**src/rtl/f7_pkg.sv**
```systemverilog
// ---------------------------------------------------------------------------
// f7_pkg
// Shared definitions for the OR/NOR select-gate sequencer and its golden
// reference:
//   f7_state_e   - sequencer state encoding (IDLE=0, DRIVE=1, SAMPLE=2, DONE=3)
//   F7_EXPECTED  - expected gate output, bit i for operand index i = {x,y,sel}
//   F7_NVEC      - number of operand vectors in one run
//   f7_golden()  - golden gate function: sel=0 -> x|y, sel=1 -> ~(x|y)
// ---------------------------------------------------------------------------
package f7_pkg;

  typedef enum logic [1:0] {
    ST_IDLE   = 2'd0,
    ST_DRIVE  = 2'd1,
    ST_SAMPLE = 2'd2,
    ST_DONE   = 2'd3
  } f7_state_e;

  localparam logic [7:0] F7_EXPECTED = 8'h56;
  localparam int         F7_NVEC     = 8;

  function automatic logic f7_golden(input logic x, input logic y, input logic sel);
    return sel ? ~(x | y) : (x | y);
  endfunction

endpackage

```
**src/rtl/f7_golden_ref.sv**
```systemverilog
// ---------------------------------------------------------------------------
// f7_golden_ref
// Combinational golden model of the OR/NOR select gate stage.
// Ports:
//   x_i, y_i  - operands
//   sel_i     - function select (0: OR, 1: NOR)
//   exp_o     - expected gate output
// ---------------------------------------------------------------------------
module f7_golden_ref
  import f7_pkg::*;
(
  input  logic x_i,
  input  logic y_i,
  input  logic sel_i,
  output logic exp_o
);

  assign exp_o = f7_golden(x_i, y_i, sel_i);

endmodule

```
**src/rtl/f7_sel_sequencer.sv**
```systemverilog
// ---------------------------------------------------------------------------
// f7_sel_sequencer
// Drives all eight {x, y, sel} operand combinations into the OR/NOR select
// gate stage, waits SETTLE cycles per vector, samples the returned bit and
// compares it with the golden function.
// Parameters:
//   SETTLE - cycles operands are held before sampling s_in (1..15)
//   ERR_W  - width of the saturating mismatch counter
// Ports:
//   clk, rst_n  - clock, asynchronous active-low reset
//   start       - begin a run (honoured only in IDLE or DONE)
//   x, y, sel   - registered operands to the gate stage ({x,y,sel} = idx)
//   s_in        - result returned by the gate stage
//   busy        - run in progress (DRIVE or SAMPLE)
//   done        - run finished; held until the next start
//   result_vec  - bit i = s_in captured for vector i
//   err_cnt     - mismatches in the current run (saturating)
//   pass        - done with zero mismatches
// ---------------------------------------------------------------------------
module f7_sel_sequencer
  import f7_pkg::*;
#(
  parameter int unsigned SETTLE = 1,
  parameter int unsigned ERR_W  = 4
) (
  input  logic             clk,
  input  logic             rst_n,
  input  logic             start,
  output logic             x,
  output logic             y,
  output logic             sel,
  input  logic             s_in,
  output logic             busy,
  output logic             done,
  output logic [7:0]       result_vec,
  output logic [ERR_W-1:0] err_cnt,
  output logic             pass
);

  localparam logic [3:0]       SETTLE_LAST = 4'(SETTLE - 1);
  localparam logic [ERR_W-1:0] ERR_MAX     = {ERR_W{1'b1}};

  f7_state_e        state_q, state_d;
  logic [2:0]       idx_q,   idx_d;
  logic [3:0]       cnt_q,   cnt_d;
  logic [2:0]       op_q,    op_d;
  logic             busy_q,  busy_d;
  logic             done_q,  done_d;
  logic [7:0]       res_q,   res_d;
  logic [ERR_W-1:0] err_q,   err_d;
  logic             exp_bit;

  // Operands are held in op_q, which equals idx_q during SAMPLE, so the
  // golden reference sees exactly what the gate stage is being driven with.
  f7_golden_ref u_golden (
    .x_i   (op_q[2]),
    .y_i   (op_q[1]),
    .sel_i (op_q[0]),
    .exp_o (exp_bit)
  );

  always_ff @(posedge clk or negedge rst_n) begin
    if (!rst_n) begin
      state_q <= ST_IDLE;
      idx_q   <= '0;
      cnt_q   <= '0;
      op_q    <= '0;
      busy_q  <= 1'b0;
      done_q  <= 1'b0;
      res_q   <= '0;
      err_q   <= '0;
    end else begin
      state_q <= state_d;
      idx_q   <= idx_d;
      cnt_q   <= cnt_d;
      op_q    <= op_d;
      busy_q  <= busy_d;
      done_q  <= done_d;
      res_q   <= res_d;
      err_q   <= err_d;
    end
  end

  always_comb begin
    state_d = state_q;
    idx_d   = idx_q;
    cnt_d   = cnt_q;
    res_d   = res_q;
    err_d   = err_q;

    case (state_q)
      ST_IDLE, ST_DONE: begin
        if (start) begin
          state_d = ST_DRIVE;
          idx_d   = '0;
          cnt_d   = '0;
          res_d   = '0;
          err_d   = '0;
        end
      end
      ST_DRIVE: begin
        cnt_d = cnt_q + 4'd1;
        if (cnt_q == SETTLE_LAST) begin
          state_d = ST_SAMPLE;
        end
      end
      ST_SAMPLE: begin
        res_d[idx_q] = s_in;
        if ((s_in != exp_bit) && (err_q != ERR_MAX)) begin
          err_d = err_q + 1'b1;
        end
        if (idx_q == 3'(F7_NVEC - 1)) begin
          state_d = ST_DONE;
        end else begin
          state_d = ST_DRIVE;
          idx_d   = idx_q + 3'd1;
          cnt_d   = '0;
        end
      end
      default: state_d = ST_IDLE;
    endcase

    // Status and operands are registered from the next state so the
    // outputs never see decode glitches.
    busy_d = (state_d == ST_DRIVE) || (state_d == ST_SAMPLE);
    done_d = (state_d == ST_DONE);
    op_d   = busy_d ? idx_d : 3'd0;
  end

  assign {x, y, sel} = op_q;
  assign busy        = busy_q;
  assign done        = done_q;
  assign result_vec  = res_q;
  assign err_cnt     = err_q;
  assign pass        = done_q && (err_q == '0);

endmodule

```
**config.mk**
```make
export PLATFORM = sky130hd
export DESIGN_NAME = f7_sel_sequencer
export DESIGN_NICKNAME = d
export VERILOG_FILES = /design/src/rtl/f7_pkg.sv /design/src/rtl/f7_golden_ref.sv /design/src/rtl/f7_sel_sequencer.sv
export SDC_FILE = /design/constraint.sdc
export NUM_CORES = 1
export LEC_CHECK = 0
export ABC_AREA = 0
export CAP_MARGIN = 10
export CORE_UTILIZATION = 47
export DETAILED_ROUTE_END_ITERATION = 10
export PLACE_DENSITY = 0.82
export SETUP_SLACK_MARGIN = 0.02
export SKIP_LAST_GASP = 1
export SLEW_MARGIN = 40
export SYNTH_ARGS = -nofsm -noshare
export SYNTH_HDL_FRONTEND = slang
export SYNTH_SLANG_ARGS = --single-unit
```
**constraint.sdc**
```tcl
create_clock -name clk -period 5.5 [get_ports clk]
set_input_delay 1.1 -clock clk [delete_from_list [all_inputs] [get_ports clk]]
set_output_delay 1.1 -clock clk [all_outputs]
set_load 0.05 [all_outputs]
```
==> impl_results.html <==
<table>
<tr><th>Metric</th><th>Value</th></tr>
<tr><th colspan="2">Power</th></tr>
<tr><td>Worst supply voltage drop on vdd</td><td>between 500 and 600 uV</td></tr>
<tr><td>Lkg Pwr</td><td>0.715 nW</td></tr>
<tr><td>Pwr per Cell Area</td><td>516 nW/um^2</td></tr>
<tr><th colspan="2">Clock tree</th></tr>
<tr><td>Clock buffers created by TritonCTS</td><td>3</td></tr>
<tr><td>Num Clock Sinks</td><td>26</td></tr>
<tr><td>Clock root buffer master</td><td>clkbuf_4</td></tr>
<tr><td># resized after CTS</td><td>0</td></tr>
<tr><td>CTS hold repair buffers</td><td>0</td></tr>
<tr><td>Maximum count of clock buffers along a single path</td><td>2</td></tr>
<tr><td>Clk_lat worst skew</td><td>0.31 ns</td></tr>
<tr><td>Buffers inserted during post-CTS setup optimization</td><td>0</td></tr>
<tr><td>Reg clk slew, reported paths</td><td>0.13 ns</td></tr>
<tr><td>Maximum level of the CTS H-tree</td><td>1</td></tr>
<tr><td>CTS tree</td><td>yes</td></tr>
<tr><th colspan="2">Placed design</th></tr>
<tr><td>Worst slack, placed</td><td>2.70 ns</td></tr>
<tr><td>Number of buffers added on ports</td><td>21</td></tr>
<tr><td>Weighted congestion reported at the end of routability-driven placement</td><td>between 0.7 and 0.8</td></tr>
<tr><td>Cell total after placement</td><td>186</td></tr>
<tr><td>Total placed instance area</td><td>1580 sq um</td></tr>
<tr><td>DP Wirelength</td><td>2160 um</td></tr>
<tr><th colspan="2">Finish</th></tr>
<tr><td>Fraction of layout cells with a size suffix above 1</td><td>0.0629</td></tr>
<tr><td>Register Area</td><td>between 600 and 700 sq um</td></tr>
<tr><td>Synth-to-layout area growth</td><td>18.3%</td></tr>
<tr><td>Filler instances</td><td>245</td></tr>
<tr><td>Design area</td><td>1610 sq um</td></tr>
<tr><td>Multi-input combinational cell area</td><td>between 600 and 700 sq um</td></tr>
<tr><td>N_diodes</td><td>0</td></tr>
<tr><td>Finished Layout Cells</td><td>190</td></tr>
<tr><td>Final layout net count</td><td>172</td></tr>
<tr><th colspan="2">Yosys</th></tr>
<tr><td>Prevailing post-synth register cell</td><td>dfrtp_1</td></tr>
<tr><td>Count of state elements after synthesis</td><td>26</td></tr>
<tr><td>Net count of the mapped netlist</td><td>roughly 150</td></tr>
<tr><td>Summed instance area of the synthesized netlist</td><td>1360 sq um</td></tr>
<tr><td>Proportion of synthesized chip area in sequential cells</td><td>0.477</td></tr>
<tr><td>Synthesized instance count</td><td>between 100 and 150</td></tr>
<tr><td>Cell type contributing the most total cell area after synthesis</td><td>dfrtp_1</td></tr>
<tr><td>Avg Cell Area, Syn</td><td>between 9 and 10 sq um</td></tr>
<tr><td>Proportion of register bits with asynchronous set or reset after synthesis</td><td>1.00</td></tr>
<tr><td>Ranking of synthesized cells by area</td><td>dfrtp_1 48%, ha_1 7.3%, o21ai_0 7.0%</td></tr>
<tr><td>Yosys warning count</td><td>0</td></tr>
<tr><td>Number of different library cells in the post-synthesis netlist</td><td>33</td></tr>
<tr><td>Share of Yosys cell area claimed by the top area cell type</td><td>0.477</td></tr>
<tr><td>Post-synth EDFFs</td><td>0</td></tr>
<tr><th colspan="2">Route</th></tr>
<tr><td>Via count of the routed design</td><td>1109</td></tr>
<tr><td>Wire length per cell after detailed routing</td><td>15.0 um</td></tr>
<tr><td>DRC viols</td><td>0</td></tr>
<tr><td>Final antenna-violating net count</td><td>0</td></tr>
<tr><td>Detailed Route Iter0 Violations</td><td>34</td></tr>
<tr><td>Mean number of vias per cell</td><td>between 5 and 6</td></tr>
<tr><td>Final Routed Wirelength</td><td>2840 um</td></tr>
<tr><td>Drt pass-1 iters</td><td>4</td></tr>
<tr><th colspan="2">Worst hold path</th></tr>
<tr><td>Min-delay src</td><td>cnt_q[3]</td></tr>
<tr><td>Worst min-delay path class</td><td>reg2reg</td></tr>
<tr><td>Hold Crit Depth</td><td>1</td></tr>
<tr><td>End of the worst hold path</td><td>cnt_q[3]</td></tr>
<tr><th colspan="2">Die</th></tr>
<tr><td>Core box area</td><td>2760 sq um</td></tr>
<tr><td>Number of rows created at floorplan</td><td>19</td></tr>
<tr><td>Vert. Die Dim</td><td>55.9 um</td></tr>
<tr><td>I/O Pins</td><td>22</td></tr>
<tr><td>DIE AREA</td><td>3120 sq um</td></tr>
<tr><td>Effective utilization at floorplan</td><td>0.495</td></tr>
<tr><td>Die Span X</td><td>around 56 um</td></tr>
<tr><th colspan="2">Timing</th></tr>
<tr><td>Total negative slack</td><td>0 ns</td></tr>
<tr><td>Final hold violation count</td><td>0</td></tr>
<tr><td>Worst Slack Setup Final</td><td>2.35 ns</td></tr>
<tr><td>Setup repair after global routing missed its margin</td><td>no</td></tr>
<tr><td>Final period util</td><td>0.572</td></tr>
<tr><td>Remaining max-slew budget at the tightest pin</td><td>0.615</td></tr>
<tr><td>Minimum clock period after layout</td><td>3.15 ns</td></tr>
<tr><td>Fmax</td><td>318 MHz</td></tr>
<tr><td>Hold slack</td><td>approximately 0.5 ns</td></tr>
<tr><td>Final number of setup-violating endpoints</td><td>0</td></tr>
<tr><td>Final Max Tran Viols</td><td>0</td></tr>
<tr><td>Setup Skew</td><td>around 0.012 ns</td></tr>
<tr><td>Measured slew at the worst slew-check pin</td><td>~0.58 ns</td></tr>
<tr><th colspan="2">Setup path</th></tr>
<tr><td>Worst r2r src</td><td>state_q[0]</td></tr>
<tr><td>Slack of the worst reg-to-reg path</td><td>3.07 ns</td></tr>
<tr><td>Kind of critical path</td><td>reg2out</td></tr>
<tr><td>CP Data Arrival Time</td><td>2.05 ns</td></tr>
<tr><td>Startpoint Class</td><td>flip-flop</td></tr>
<tr><td>R2R Path End</td><td>op_q[1]</td></tr>
<tr><td>Maximum fanout along the worst path</td><td>6</td></tr>
<tr><td>Depth of the worst register-to-register path</td><td>8</td></tr>
<tr><td>Required time at the endpoint of the critical path</td><td>4.40 ns</td></tr>
<tr><td>Setup crit end kind</td><td>output pin</td></tr>
<tr><th colspan="2">Status</th></tr>
<tr><td>Outcome</td><td>finished clean</td></tr>
<tr><th colspan="2">GRT</th></tr>
<tr><td>Global-route usage over all layers</td><td>0.191</td></tr>
<tr><td>Number of antenna violations at the first check in global routing</td><td>0</td></tr>
<tr><td>Sum of overflow across all layers after global routing</td><td>0</td></tr>
<tr><td>Number of global-route vias before repair</td><td>between 900 and 1000</td></tr>
<tr><td>First-pass GRT wire length</td><td>4600 um</td></tr>
<tr><td>Largest net degree at the start of global routing</td><td>27</td></tr>
<tr><th colspan="2">Run</th></tr>
<tr><td>Count of max-cap constraint violations</td><td>0</td></tr>
</table>
registers in the layout, indices dropped and copies added, names as in the netlist:
register and flops:
cnt_q 4, idx_q 3, done 1, busy 1
state_q 2, err_cnt 4, op_q 3, result_vec 8
logic make-up (layout without fill, tap and decap cells):
family | count (synthesis) | in the layout | synth area share
muxes | 3 | 3 | 0.0257
AOI/OAI and AO/OA | 43 | 43 | 0.201
adders and majority gates | 8 | 8 | 0.0734
DFF | 26 | 26 | 0.477
and+or+nand+nor | 44 | 44 | 0.166
buffers and inverters | 14 | 33 | 0.0440
xor gates and xnor gates | 2 | 2 | 0.0128
cell usage in the layout, fill, tap and decap left out, types with 2 or more instances in the layout:
| cell | instances |
|---|---|
| dfrtp_1 | 26 |
| clkdlybuf4s50_1 | 20 |
| o21ai_0 | 19 |
| nand2_1 | 14 |
| inv_1 | 8 |
| ha_1 | 8 |
| a21oi_1 | 6 |
| nand3_1 | 5 |
| nor2_1 | 5 |
| nor2b_1 | 4 |
| nand2b_1 | 4 |
| and2_1 | 4 |
| a22o_1 | 4 |
| a21o_2 | 3 |
| o31ai_1 | 3 |
| clkbuf_4 | 3 |
| mux2i_1 | 2 |
| a32o_1 | 2 |
| nor3_1 | 2 |
| xnor2_1 | 2 |
| nand4_1 | 2 |
power breakdown:
group          total, mW  internal, mW  switching [mW]
Clock             0.0920        0.0404          0.0516
Combinational      0.452         0.167           0.285
Sequential         0.289         0.238          0.0510
cell usage after synthesis (3+ instances only):
cell type / n
a21oi_1: 6
nand2b_1: 4
buf_2: 3
inv_1: 8
o21ai_0: 19
ha_1: 8
dfrtp_1: 26
nand2_1: 14
a22o_1: 4
a21o_2: 3
and2_1: 4
o31ai_1: 3
nand3_1: 5
nor2_1: 5
nor2b_1: 4
metrics by stage:
| step | util | total power [mW] |
|---|---|---|
| 5_1_grt | 0.585 | 0.895 |
| 3_5_place_dp | 0.572 | 0.746 |
| 3_3_place_gp | 0.574 | 0.719 |
| 4_1_cts | 0.585 | 0.839 |
| 2_1_floorplan | - | 0.622 |
| 6_report | 0.585 | 0.833 |
cell type report:
type | count | area share
Sequential cell | 26 | 0.403
Tap cell | 31 | 0.0240
Inverter | 8 | 0.0186
Clock buffer | 4 | 0.0225
Multi-Input combinational cell | 100 | 0.405
Timing Repair Buffer | 21 | 0.127
layer usage:
metal	vias up	wire, um	track usage	share of wire
li1	543	-	-	-
met1	529	1330	0.269	0.47
met2	35	1360	0.306	0.48
met3	2	137	0.0419	0.048
met4	0	18	0.0418	0.0063
met5	-	0	0	0
worst max-delay path by stage:
| stage | start | endpoint | slack [ns] | cells after the start |
|---|---|---|---|---|
| after CTS | err_cnt[0] | pass | 2.33 | 4 |
| after global placement | err_cnt[0] | pass | 2.78 | 4 |
| final | err_cnt[0] | pass | 2.35 | 4 |
| after detailed placement | err_cnt[0] | pass | 2.70 | 4 |
| after floorplan | err_cnt[1] | pass | 2.09 | 3 |
| after global routing | err_cnt[1] | pass | 2.26 | 4 |
critical path, stage by stage (launching register included):
cell	delay (ns)
dfrtp_1	0.46
inv_1	0.08
ha_1	0.14
nor4bb_1	0.21
clkdlybuf4s50_1	0.86
(Power assumes the default switching activity.)
